File: config.mk
export PLATFORM = sky130hd
export DESIGN_NAME = operand_entry_fsm
export DESIGN_NICKNAME = d
export VERILOG_FILES = /design/src/rtl/operand_entry_fsm.sv
export SDC_FILE = /design/constraint.sdc
export NUM_CORES = 1
export LEC_CHECK = 0
export CAP_MARGIN = 20
export CELL_PAD_IN_SITES_DETAIL_PLACEMENT = 1
export CELL_PAD_IN_SITES_GLOBAL_PLACEMENT = 2
export CORE_ASPECT_RATIO = 1.25
export CORE_UTILIZATION = 40
export DETAILED_ROUTE_END_ITERATION = 10
export GPL_ROUTABILITY_DRIVEN = 0
export HOLD_SLACK_MARGIN = 0.1
export PLACE_DENSITY = 0.9
export SYNTH_ARGS = -nofsm -noshare
export SYNTH_HDL_FRONTEND = slang
export SYNTH_SLANG_ARGS = --single-unit
File: constraint.sdc
create_clock -name clk -period 4.1 [get_ports clk]
set_clock_uncertainty 0.05 [all_clocks]
set_input_delay 0.82 -clock clk [delete_from_list [all_inputs] [get_ports clk]]
set_output_delay 0.82 -clock clk [all_outputs]
set_load 0.05 [all_outputs]
File: src/rtl/operand_entry_fsm.sv
// operand_entry_fsm: debounced single-button entry of operand A, operand B and op select
// for the 4-bit calculator, presented as registered a/b/sel with valid and a go pulse.
module operand_entry_fsm #(
    parameter int N               = 4,
    parameter int DEBOUNCE_CYCLES = 500000
) (
    input  logic         clk,
    input  logic         rst,
    input  logic [N-1:0] sw,
    input  logic         btn,
    output logic [N-1:0] a,
    output logic [N-1:0] b,
    output logic [N-1:0] sel,
    output logic         valid,
    output logic         go,
    output logic [1:0]   state
);
    localparam int CW = $clog2(DEBOUNCE_CYCLES) + 1;

    typedef enum logic [1:0] {LOAD_A = 2'd0, LOAD_B = 2'd1, LOAD_OP = 2'd2, SHOW = 2'd3} state_t;

    state_t         state_q, state_d;
    logic           btn_m_q, btn_s_q;
    logic [N-1:0]   sw_m_q, sw_s_q;
    logic           db_q, db_d, db_dly_q;
    logic [CW-1:0]  cnt_q, cnt_d;
    logic [N-1:0]   a_q, a_d, b_q, b_d, sel_q, sel_d;
    logic           valid_q, valid_d, go_q, go_d;
    logic           press;

    always_ff @(posedge clk or posedge rst) begin
        if (rst) begin
            btn_m_q  <= 1'b0;
            btn_s_q  <= 1'b0;
            sw_m_q   <= '0;
            sw_s_q   <= '0;
            db_q     <= 1'b0;
            db_dly_q <= 1'b0;
            cnt_q    <= '0;
            state_q  <= LOAD_A;
            a_q      <= '0;
            b_q      <= '0;
            sel_q    <= '0;
            valid_q  <= 1'b0;
            go_q     <= 1'b0;
        end else begin
            btn_m_q  <= btn;
            btn_s_q  <= btn_m_q;
            sw_m_q   <= sw;
            sw_s_q   <= sw_m_q;
            db_q     <= db_d;
            db_dly_q <= db_q;
            cnt_q    <= cnt_d;
            state_q  <= state_d;
            a_q      <= a_d;
            b_q      <= b_d;
            sel_q    <= sel_d;
            valid_q  <= valid_d;
            go_q     <= go_d;
        end
    end

    // A single matching sample clears the count, so only a sustained difference flips db.
    always_comb begin
        db_d  = db_q;
        cnt_d = '0;
        if (btn_s_q != db_q) begin
            if (cnt_q == CW'(DEBOUNCE_CYCLES - 1)) db_d = btn_s_q;
            else cnt_d = cnt_q + CW'(1);
        end
    end

    assign press = db_q & ~db_dly_q;

    always_comb begin
        state_d = press ? state_t'(state_q + 2'd1) : state_q;
    end

    always_comb begin
        a_d     = (press && state_q == LOAD_A)  ? sw_s_q : a_q;
        b_d     = (press && state_q == LOAD_B)  ? sw_s_q : b_q;
        sel_d   = (press && state_q == LOAD_OP) ? sw_s_q : sel_q;
        valid_d = (state_d == SHOW);
        go_d    = press && (state_q == LOAD_OP);
    end

    assign a     = a_q;
    assign b     = b_q;
    assign sel   = sel_q;
    assign valid = valid_q;
    assign go    = go_q;
    assign state = state_q;
endmodule

# After elaboration in Yosys (flattened, before gate mapping)

Index checks and enable logic that the tools add are counted.

Logic and storage cells: 30
Bits in registers: 48

Reduce and logical (&&, ||, !) cells: 5
Muxes and demuxes: 3
Bitwise logic cells: 2
Add/subtract/negate cells: 2
Equality and inequality tests: 5

Operator list:

| cell                  | number |
|---|---|
| $mux 20               | 2 |
| $add 20x1->20 const B | 1 |
| $eq 20x19->1 const B  | 1 |
| $eq 2x2->1 const B    | 2 |
| $logic_and 1x1->1     | 3 |
| $add 2x1->2 const B   | 1 |
| $eq 2x1->1 const B    | 1 |
| $logic_not 2->1       | 1 |
| $mux 2                | 1 |
| $reduce_and 2->1      | 1 |
| $and 1x1->1           | 1 |
| $ne 1x1->1            | 1 |
| $not 1->1             | 1 |

# Depth between registers and ports, before layout

Depth in word-level cells: 4
Gate-level depth with buffers: 6

# Least setup slack after synthesis

Ideal clock, no wire load.

Path kind: register to register
Start point: reg cnt_q[6]
End point: reg db_q
Data required time: 3.925 ns
Stages on the path, launching flop included: 5
Path slack: 1.996 ns
Path buffers: 0
Clock period less this slack: 2.104 ns
Arrival time: 1.929 ns
Library setup time: 0.125 ns
Path through: dfrtp_1 -> or4b_1 -> or4_4 -> nor2_1 -> mux2_2

Cells in the longest elaborated chain, start to end: 2

RTL lines:

| what                       | line | text |
|---|---|---|
| start: declaration         | 26   | `logic [CW-1:0] cnt_q, cnt_d;` |
| start signal: assignment   | 53   | `cnt_q <= cnt_d;` |
| $eq 20x19->1               | 68   | `if (cnt_q == CW'(DEBOUNCE_CYCLES - 1)) db_d = btn_s_q;` |
| $reduce_and 2->1 (no line) | n/a  |  |
| end signal: assignment     | 37   | `db_q <= 1'b0;` |
| end signal: assignment     | 51   | `db_q <= db_d;` |
| end: declaration           | 25   | `logic db_q, db_d, db_dly_q;` |

Every way passes these cells.
A chain may end at the register's enable or synchronous reset.

# Final worst setup path

Start point: reg state_q[1] (netlist: state[1])
End point: out state[1]

RTL lines:

| what                     | line | text |
|---|---|---|
| start: declaration       | 22   | `state_t state_q, state_d;` |
| start signal: assignment | 54   | `state_q <= state_d;` |
| end: declaration         | 16   | `output logic [1:0] state` |

No word-level cell between the ends.

==> results.txt <==
CP Launch Type = register
Number of global-route vias before repair = 1357
Most frequent cell after synthesis = dfrtp_1
Final Max Slew Viols = 0
Worst hold endpoint = sw_s_q[2]$_DFF_PP0_
CTS sink cnt = 48
Fillers = 518
Drt pass-1 iters = 3
Leakage = 0.001015 µW
Critical Path Slowest Stage Cell = clkdlybuf4s50_1
Diode count = 0
Initial Utilization = 41.67%
Critical Path Fanout Max = 3
Slew margin rel. = 66.42%
Number of flops mapped to enable cells by yosys = 0
Largest net degree at the start of global routing = 49
Setup TNS = 0 ns
Buf+Inv Stages, Crit Path = 1
Post-Syn Area = 0.001971 mm²
Cells on worst reg2reg path = 5
DR vias = 1274
Clk pin slew, worst setup/hold paths = 0.08 ns
Num CTS Buffers = 5
CTS resizes = 0
Met2 routed WL = 2.057 mm
#FFs+latches synth = 48
Root buf cell = clkbuf_8
Post-route setup slack = 1.735 ns
Horiz. Die Dim = 64.78 µm
Biggest area consumer among synthesized cells = dfrtp_1
CP Data Required Time = 3.23 ns
Io pins = 23
Clock tree buffer depth = 2
WHS Path Cells = 0
CTS Hold Bufs = 0
CP arrival = 1.49 ns
Max-cap viol count = 0
Reg2reg end = cnt_q[11]$_DFF_PP0_
Hold Crit Start = sw_m_q[2]$_DFF_PP0_
RSZ-0062 raised after global routing = false
R2R setup slack = 1.86 ns
Yosys warns = 0
Post-synth net total = 171
Synth area leaders = dfrtp_1, mux2_2, xnor2_1
Post-DP HPWL = 2.778 mm
P per Cell Area = 328.4 mW/mm²
Drt wl/cell = 15.38 µm
Slew @ Worst Pin = 0.5021 ns
Post-Syn Area per Cell = 12.32 µm²
Port Buffers = 22
Worst r2r src = cnt_q[0]$_DFF_PP0_
Pre-CTS setup slack = 1.887 ns
Hold Crit Class = register to register
Sequential area share after synthesis = 60.95%
Vias per inst = 5.137
Layout cell share with drive strength beyond 1 = 13.83%
WHS = 0.3032 ns
Final min period = 2.365 ns
Commonest cells in the netlist = dfrtp_1, nor2_1, mux2_2
Met3 WL = 93 µm
Iter 0 DRT Violations = 52
Worst-skew pair later-pin latency = 0.30 ns
GR Overflow Total = 0
Drt total wl = 3.814 mm
Asr flop ratio synth = 100.0%
Setup CP Type = register to output pin
Unique masters post-synth = 31
DRC viols = 0
Row cnt = 28
Delay-heaviest family, CP = buffers and inverters
Initial antenna violation count = 0
Max Fclk = 422.9 MHz
ANT nets after route = 0
Die Y = 80.48 µm
Final Hold Viols = 0
Core Box Area = 0.004730 mm²
Top cell type's share of synthesized area = 60.95%
Syn Inst Count = 160
Area growth from synthesis to layout = 19.17%
First-pass GRT wire length = 6.548 mm
Setup violators final = 0
Critical path endpoint category = output pin
Met1 wire length = 1.584 mm
Global Route Usage Sum = 17.11%
CP max stage delay = 0.82 ns
CTS tree = built
Die footprint = 0.005213 mm²
Peak VDD IR = 0.0001285 V
Period Utilization, post-route = 57.68%
Post-CTS setup buffer count = 0
Main synth FF type = dfrtp_1
Top Metal Used = met4
Status = finished, final reports clean
Nets = 199
CP Cell Sequence = clkdlybuf4s50_1
H-tree depth = 2
cells in the final DEF (no fill, tap or decap), drive strengths merged, types with 2 or more instances in the layout:
cell type      Yosys  routed
o21ai              3       3
ha                 4       4
nand2             10      10
a21oi              3       3
xor2               4       4
nor2              18      18
or4                2       2
or4b               2       2
xnor2             12      12
nor4               5       5
mux2              13      13
clkdlybuf4s50      0      22
nand4              6       6
dfrtp             48      48
nand3              4       4
or3                4       4
clkbuf             1       6
nor3               3       3
inv                8       8
worst max path at each step:
stage / from / depth (start not counted) / to / slack (ns)
floorplan: cnt_q[6]$_DFF_PP0_ / 4 / db_q$_DFFE_PP0P_ / 2.00
global placement: cnt_q[9]$_DFF_PP0_ / 4 / cnt_q[8]$_DFF_PP0_ / 1.93
detailed placement: cnt_q[9]$_DFF_PP0_ / 4 / cnt_q[12]$_DFF_PP0_ / 1.89
CTS: state[1]$_DFF_PP0_ / 1 / state[1] / 1.71
global route: state[0]$_DFF_PP0_ / 1 / state[0] / 1.66
finish: state[1]$_DFF_PP0_ / 1 / state[1] / 1.74
layout make-up:
type	instances	area (µm²)	area share, %
clock buffer	6	72.57	3.090
timing repair buffer	23	240.2	10.23
multi-input combinational	102	724.4	30.85
tap	60	75.07	3.197
clock inverter	1	5.005	0.2131
sequential	48	1201	51.15
inverter	8	30.03	1.279
state kept, by name, summed over array words and instances, names as in the netlist:
signal    count
go            1
db_q          1
btn_s_q       1
db_dly_q      1
sw_s_q        4
sel           4
b             4
valid         1
a             4
sw_m_q        4
btn_m_q       1
state         2
cnt_q        20
per-layer routing:
| layer | up-vias | track usage (%) |
|---|---|---|
| li1 | 607 | - |
| met1 | 641 | 19.36 |
| met2 | 21 | 30.10 |
| met3 | 5 | 3.835 |
| met4 | 0 | 8.000 |
| met5 | - | 0 |
where the power goes:
group          total, µW  switching, µW  internal [µW]
clock                259            143            116
combinational       26.4           15.7           10.8
sequential           486           5.64            480
total                771            164            607
stage by stage:
stage	cell area (µm²)	cells	total power [µW]	util, %
global route	2349	248	807.6	49.66
detailed placement	2251	240	520.6	47.59
finish	2349	248	771.2	49.66
CTS	2328	247	778.8	49.23
floorplan	1971	160	509.3	-
global placement	2251	240	518.2	47.59
logic make-up (layout without fill, tap and decap cells):
| family | Yosys count | after routing | share of synthesized area (%) |
|---|---|---|---|
| compound gates | 9 | 9 | 3.238 |
| xor+xnor | 16 | 16 | 7.111 |
| fa+ha+maj | 4 | 4 | 2.540 |
| buf+inv | 10 | 38 | 2.286 |
| flops | 48 | 48 | 60.95 |
| mux | 14 | 14 | 7.937 |
| simple gates | 59 | 59 | 15.94 |
Note: power is estimated with default switching activity, not from simulation.
